## src/rtl/serial_tx.sv

```systemverilog
`default_nettype none
// +--------------------------------------------------------------------------+
// | serial_tx: async-serial frame transmitter (start, LSB-first data,        |
// | optional even parity with SERIAL_TX_PARITY_EN, stop).                    |
// | Revision: 1.0                                                            |
// +--------------------------------------------------------------------------+
module serial_tx #(
    parameter int DATA_W       = 8,
    parameter int CLKS_PER_BIT = 16
) (
    input  logic              clk,
    input  logic              rst_n,
    input  logic [DATA_W-1:0] data,
    input  logic              valid,
    output logic              ready,
    output logic              txd,
    output logic              busy,
    output logic              done
);

    typedef enum logic [2:0] {
        S_IDLE  = 3'd0,
        S_START = 3'd1,
        S_DATA  = 3'd2,
        S_STOP  = 3'd4
`ifdef SERIAL_TX_PARITY_EN
        , S_PARITY = 3'd3
`endif
    } state_t;

    localparam logic [15:0] c_cnt_last = 16'(CLKS_PER_BIT - 1);
    localparam logic [5:0]  c_bit_last = 6'(DATA_W - 1);

    state_t              r_state;
    state_t              w_state_nxt;
    logic [15:0]         r_cnt;
    logic [15:0]         w_cnt_nxt;
    logic [5:0]          r_bit;
    logic [5:0]          w_bit_nxt;
    logic [DATA_W-1:0]   r_shreg;
    logic [DATA_W-1:0]   w_shreg_nxt;
    logic                r_txd;
    logic                w_txd_nxt;
    logic                r_busy;
    logic                r_done;
    logic                w_done_nxt;
    logic                w_bit_end;
`ifdef SERIAL_TX_PARITY_EN
    logic                r_parity;
    logic                w_parity_nxt;
`endif

    assign w_bit_end = (r_cnt == c_cnt_last);

    always_comb begin
        w_state_nxt = r_state;
        w_cnt_nxt   = r_cnt;
        w_bit_nxt   = r_bit;
        w_shreg_nxt = r_shreg;
        w_done_nxt  = 1'b0;
`ifdef SERIAL_TX_PARITY_EN
        w_parity_nxt = r_parity;
`endif
        case (r_state)
            S_IDLE: begin
                if (valid) begin
                    w_state_nxt = S_START;
                    w_cnt_nxt   = 16'd0;
                    w_bit_nxt   = 6'd0;
                    w_shreg_nxt = data;
`ifdef SERIAL_TX_PARITY_EN
                    w_parity_nxt = ^data;
`endif
                end
            end
            S_START: begin
                if (w_bit_end) begin
                    w_cnt_nxt   = 16'd0;
                    w_state_nxt = S_DATA;
                end else begin
                    w_cnt_nxt = r_cnt + 16'd1;
                end
            end
            S_DATA: begin
                if (w_bit_end) begin
                    w_cnt_nxt   = 16'd0;
                    w_shreg_nxt = r_shreg >> 1;
                    if (r_bit == c_bit_last) begin
                        w_bit_nxt = 6'd0;
`ifdef SERIAL_TX_PARITY_EN
                        w_state_nxt = S_PARITY;
`else
                        w_state_nxt = S_STOP;
`endif
                    end else begin
                        w_bit_nxt = r_bit + 6'd1;
                    end
                end else begin
                    w_cnt_nxt = r_cnt + 16'd1;
                end
            end
`ifdef SERIAL_TX_PARITY_EN
            S_PARITY: begin
                if (w_bit_end) begin
                    w_cnt_nxt   = 16'd0;
                    w_state_nxt = S_STOP;
                end else begin
                    w_cnt_nxt = r_cnt + 16'd1;
                end
            end
`endif
            S_STOP: begin
                if (w_bit_end) begin
                    w_cnt_nxt   = 16'd0;
                    w_state_nxt = S_IDLE;
                    w_done_nxt  = 1'b1;
                end else begin
                    w_cnt_nxt = r_cnt + 16'd1;
                end
            end
            default: begin
                w_state_nxt = S_IDLE;
                w_cnt_nxt   = 16'd0;
                w_bit_nxt   = 6'd0;
            end
        endcase

        // Line level is derived from the upcoming state so txd is a pure flop output.
        case (w_state_nxt)
            S_START:  w_txd_nxt = 1'b0;
            S_DATA:   w_txd_nxt = w_shreg_nxt[0];
`ifdef SERIAL_TX_PARITY_EN
            S_PARITY: w_txd_nxt = r_parity;
`endif
            default:  w_txd_nxt = 1'b1;
        endcase
    end

    always_ff @(posedge clk or negedge rst_n) begin
        if (!rst_n) begin
            r_state <= S_IDLE;
            r_cnt   <= 16'd0;
            r_bit   <= 6'd0;
            r_shreg <= '0;
            r_txd   <= 1'b1;
            r_busy  <= 1'b0;
            r_done  <= 1'b0;
`ifdef SERIAL_TX_PARITY_EN
            r_parity <= 1'b0;
`endif
        end else begin
            r_state <= w_state_nxt;
            r_cnt   <= w_cnt_nxt;
            r_bit   <= w_bit_nxt;
            r_shreg <= w_shreg_nxt;
            r_txd   <= w_txd_nxt;
            r_busy  <= (w_state_nxt != S_IDLE);
            r_done  <= w_done_nxt;
`ifdef SERIAL_TX_PARITY_EN
            r_parity <= w_parity_nxt;
`endif
        end
    end

    assign ready = (r_state == S_IDLE);
    assign txd   = r_txd;
    assign busy  = r_busy;
    assign done  = r_done;

endmodule
`default_nettype wire

```

## config.mk

```make
export PLATFORM = sky130hd
export DESIGN_NAME = serial_tx
export DESIGN_NICKNAME = d
export VERILOG_FILES = /design/src/rtl/serial_tx.sv
export SDC_FILE = /design/constraint.sdc
export NUM_CORES = 1
export LEC_CHECK = 0
export CAP_MARGIN = 30
export CORE_ASPECT_RATIO = 0.5
export CORE_MARGIN = 10
export CORE_UTILIZATION = 25
export DETAILED_ROUTE_END_ITERATION = 12
export GPL_TIMING_DRIVEN = 0
export PLACE_DENSITY = 0.48
export SYNTH_ARGS = -nofsm -noshare
export SYNTH_HDL_FRONTEND = slang
export SYNTH_SLANG_ARGS = --single-unit
```

## constraint.sdc

```tcl
create_clock -name clk -period 2.9 [get_ports clk]
set_input_delay 0.435 -clock clk [delete_from_list [all_inputs] [get_ports clk]]
set_output_delay 0.435 -clock clk [all_outputs]
set_load 0.05 [all_outputs]
```

# Yosys cells after proc, flatten, opt, wreduce, memory -nomap -nowiden
# Index checks and enable logic that the tools add are counted.
[word_totals]
latchBits = 0
n_memories = 0
out_inout_bits = 4
romBits = 0
ram_bits = 0
reg_bits = 36
[op_classes]
n_reduce_logical = 7
magnitude_cmp = 0
n_eq_ne = 9
addsub = 2
multipliers = 0
shift = 0
bitwise_logic = 1
div_mod_pow = 0
n_mux = 19
[op_table]
columns = ["op", "n"]
rows = [
  ["16-bit two-way mux", 2],
  ["16-bit one-hot mux with 2 select lines", 1],
  ["6-bit two-way mux", 3],
  ["6-bit one-hot mux with 3 select lines", 1],
  ["16-bit by 1-bit adder with 16-bit output (second input constant)", 1],
  ["16-bit by 4-bit == test with 1-bit output (second input constant)", 1],
  ["8-bit two-way mux", 2],
  ["8-bit one-hot mux with 2 select lines", 1],
  ["3-bit two-way mux", 5],
  ["3-bit one-hot mux with 4 select lines", 1],
  ["6-bit by 1-bit adder with 6-bit output (second input constant)", 1],
  ["3-bit by 1-bit == test with 1-bit output (second input constant)", 2],
  ["3-bit by 2-bit == test with 1-bit output (second input constant)", 2],
  ["6-bit by 3-bit == test with 1-bit output (second input constant)", 1],
  ["3-bit AND reduction", 2],
  ["2-bit inequality test (second input constant)", 2],
  ["3-bit == test (second input constant)", 1],
  ["3-bit zero test", 1],
  ["3-bit nonzero test", 1],
  ["3-bit OR reduction", 1],
  ["1-bit two-way mux", 2],
  ["1-bit one-hot mux with 2 select lines", 1],
  ["2-bit nonzero test", 1],
  ["2-bit OR reduction", 1],
  ["1-bit inverter", 1],
]

# Longest topological paths before layout
[depth]
depth_word = 6
ltp_mapped = 8
ltp_nobuf = 6

# Worst setup path after synthesis
# OpenSTA, ideal clock, no wires.
[synth_path]
kind = "register to register"
start = "reg r_state[0]"
end = "reg r_txd, in the netlist txd"
arrival_ns = 2.084
slack_ns = 0.724
period_less_slack_ns = 2.176
required_time_ns = 2.809
stages_incl_launch_ff = 8
setup_time_ns = 0.091
path_buffers = 2
path_cell_list = "dfrtp_1 > buf_2 > nor3_2 > and2_1 > buf_2 > a21oi_1 > a221oi_2 > a21oi_1"
[synth_between]
word_cells_on_any_way = 14
classes_between = "eq/ne (5); mux (8); reduce/logical (1)"
[synth_rtl]
columns = ["element", "line", "rtl"]
rows = [
  ["from (decl)", "34", "state_t r_state;"],
  ["from (signal assigned)", "152", "r_state <= w_state_nxt;"],
  ["3-bit zero test (*)", "-", ""],
  ["net ready", "15", "output logic ready,"],
  ["3-bit one-hot mux with 4 select lines", "64", "case (r_state)"],
  ["3-bit by 2-bit == test with 1-bit output or 3-bit by 1-bit == test with 1-bit output (tied branches)", "129", "case (w_state_nxt)"],
  ["1-bit one-hot mux with 2 select lines (*)", "129", ""],
  ["net w_txd_nxt", "43", "logic w_txd_nxt;"],
  ["to (signal assigned)", "156", "r_txd <= w_txd_nxt;"],
  ["to (decl)", "42", "logic r_txd;"],
]
# The timed path passes the listed nets; every way through them passes the cells marked *.
# A chain may end at the register's enable or synchronous reset.

# Final worst setup path
[layout_path]
start = "reg r_state[0]"
end = "out ready"
[layout_between]
elab_chain_cells = 1
[layout_rtl]
columns = ["element", "line", "rtl"]
rows = [
  ["3-bit zero test", "165", "assign ready = (r_state == S_IDLE);"],
  ["to (decl)", "15", ""],
]
# Every way passes these cells.

==> flow_summary.ini <==
[run_status]
status = finished, final reports clean

[synth]
synth_nets = 221
async_flop_share = 1.00
avgSynthCellArea_um2 = 9.13
yosysUniqueCellTypes = 40
synth_top_area_cell = dfrtp_1
yosysSeqAreaShare = 0.475
synthFlopType = dfrtp_1
syn-cell-area_mm2 = 0.00190
ys.warnings.count = 0
synth_seq_cells = 36
synthCells = 208
synth.top_cell.area_share = 0.461
synth_edf_count = 0
yosys-top-cells-area = dfrtp_1 (46%), nand2_1 (6.9%), nor2_1 (3.2%)

[drt]
drt_iter0_drc = 113
vias = 1616
viasPerCell = 4.96
ant_nets = 0
routed_wl_mm = 4.44
post_drt_wl_per_cell_um = 13.6
drc = 0
first_pass_iters = 4

[critical_path]
crit_start = r_state[0]$_DFF_PN0_
critPathLaunchType = flop
cp_data_arrival_time_ps = 2010
crit_end = ready
critPathSlowestCell = clkdlybuf4s50_1
r2r_start = r_cnt[0]$_DFFE_PN0P_
cp.required_ps = 2470
ff2ff_setup_slack_ps = 800
reg2regPathDepth = 8
crit_path_cell_trace = buf_2, nor3_2, clkdlybuf4s50_1
crit_type = flop to output pin
reg2reg_to = r_bit[3]$_DFFE_PN0P_
end_kind = output pin
cp_slowest_stage_delay_ps = 880
crit_fanout = 10

[floorplan]
coreArea_mm2 = 0.00735
start_util = 0.258
die_y_um = 81.6
io-pin-count = 15
rows = 22
die_w_um = 143
die_area_mm2 = 0.0117

[sta]
fmax_ghz = 0.410
finalCriticalPeriod_ps = 2440
hold_viol_final = 0
finalSetupViolations = 0
worst_pin_slew_ps = 811
setup_tns_ps = 0
rsz0062_at_grt = false
slew_headroom = 0.459
slew_violations = 0
finalCritPeriodShare = 0.842
finalClockSkew_ps = 5.38

[place]
globalplace.congestion = 0.811
dp.cells = 318
portBuffers = 14
post-dp-hpwl_mm = 3.10

[cts]
cts_resized = 0
insertion_delay_ps = 280
postCtsSetupBuffers = 0
root_buffer = clkbuf_16
cts_buffer_depth = 2
cts_sinks = 36
cts_tree = built
postCtsHoldBufs = 0
cts_made_buffers = 5
htreeDepth = 2
clk_pin_slew_ps = 60

[cells_and_area]
final_util = 0.313
drive_above_1_share = 0.104
diodes = 0
instances_no_fill = 326
layout.nets = 242
synthToLayoutAreaGrowth_pct = 21.0
fillers = 758

[job]
maxCapViolCount = 0

[global_routing]
overflow = 0
grt_pass1_wl_mm = 7.40
grt_max_degree = 37
track_usage = 0.0776
grt_pass1_vias = 1544
antenna_found_initial = 0

[power]
leakagePower_nw = 0.986
p_per_area_mw_per_mm2 = 494
ir_worst_vdd_mv = 0.189

[hold_path]
min_path_type = primary input to async pin
final cells by class:
class | instances | area, um^2 | area share
clock inverter | 3 | 18.8 | 0.00817
sequential | 36 | 902 | 0.392
timing repair buffer | 14 | 135 | 0.0588
inverter | 5 | 18.8 | 0.00817
tap | 96 | 120 | 0.0523
multi-input combinational | 157 | 917 | 0.399
buffer | 10 | 61.3 | 0.0267
clock buffer | 5 | 125 | 0.0544
cells by family after synthesis:
group	share of synthesized area
buffers and inverters	0.0422
multiplexers	0.0158
XOR/XNOR	0.0231
AO/OA/AOI/OAI	0.173
flip-flops	0.475
AND/OR/NAND/NOR	0.258
adder cells (fa/ha/maj)	0.0132
registers in the layout, indices dropped and copies added (netlist names):
register	count
r_cnt	16
done	1
r_state	3
r_shreg	8
txd	1
busy	1
r_bit	6
metal layers:
layer  share of wire  track usage
met5               0            0
met4           0.020       0.0334
met3           0.040       0.0236
met2            0.45        0.122
met1            0.49       0.0980
synth_stat cells (3+ instances only):
cell and n:
buf_2 7, nand3_1 10, and3_1 6, a22o_1 4
o21ai_1 7, nor2_1 16, o211ai_1 3, nor3_1 4
xor2_1 4, or3_1 3, nand2b_1 3, inv_1 5
dfrtp_1 35, a21oi_1 8, nand2_1 35, o21ai_0 10
a22oi_1 7, a21o_1 3, and2_1 3, mux2i_1 3
nor4_1 7
cell usage in the layout, fill, tap and decap left out, drive strengths merged, types with 3 or more instances in the layout:
master	count
nand2	35
dfrtp	35
o21ai	18
nor2	16
clkdlybuf4s50	13
nand3	10
buf	10
nor4	9
a21oi	8
a22oi	7
and3	6
clkbuf	6
inv	5
nor3	5
a22o	4
xor2	4
nand2b	3
a21o	3
and2	3
or3	3
mux2i	3
o211ai	3
clkinv	3
worst min path at each step:
stage | start | end | slack [ps] | cells past startpoint
after floorplan | rst_n | busy$_DFF_PN0_ | 140 | 0
after global routing | rst_n | r_cnt[0]$_DFFE_PN0P_ | 320 | 1
after detailed placement | r_shreg[6]$_DFFE_PN0P_ | r_shreg[6]$_DFFE_PN0P_ | 460 | 2
after global placement | r_shreg[5]$_DFFE_PN0P_ | r_shreg[5]$_DFFE_PN0P_ | 460 | 2
final | rst_n | r_cnt[0]$_DFFE_PN0P_ | 240 | 1
after CTS | rst_n | r_cnt[0]$_DFFE_PN0P_ | 290 | 1
power by group:
part	switching, W	internal [W]
clock	0.000210	0.000316
sequential	0.0000258	0.000521
combinational	0.0000339	0.0000292
total	0.000269	0.000867
through the flow:
| stage | cell area, um^2 | setup slack (ps) | total power [W] | hold slack, ps |
|---|---|---|---|---|
| after floorplan | 1900 | 724 | 0.000581 | 139 |
| after global routing | 2300 | 403 | 0.00119 | 321 |
| after detailed placement | 2150 | 631 | 0.000618 | 463 |
| final | 2300 | 458 | 0.00114 | 245 |
| after CTS | 2300 | 429 | 0.00115 | 286 |
| after global placement | 2160 | 531 | 0.000618 | 463 |
worst max-delay path, delay by kind of cell (launching register included):
| kind | cells | cell delay (ps) |
|---|---|---|
| buf+inv | 2 | 1060 |
| flops | 1 | 350 |
| simple gates | 1 | 320 |
(Power assumes the default switching activity.)
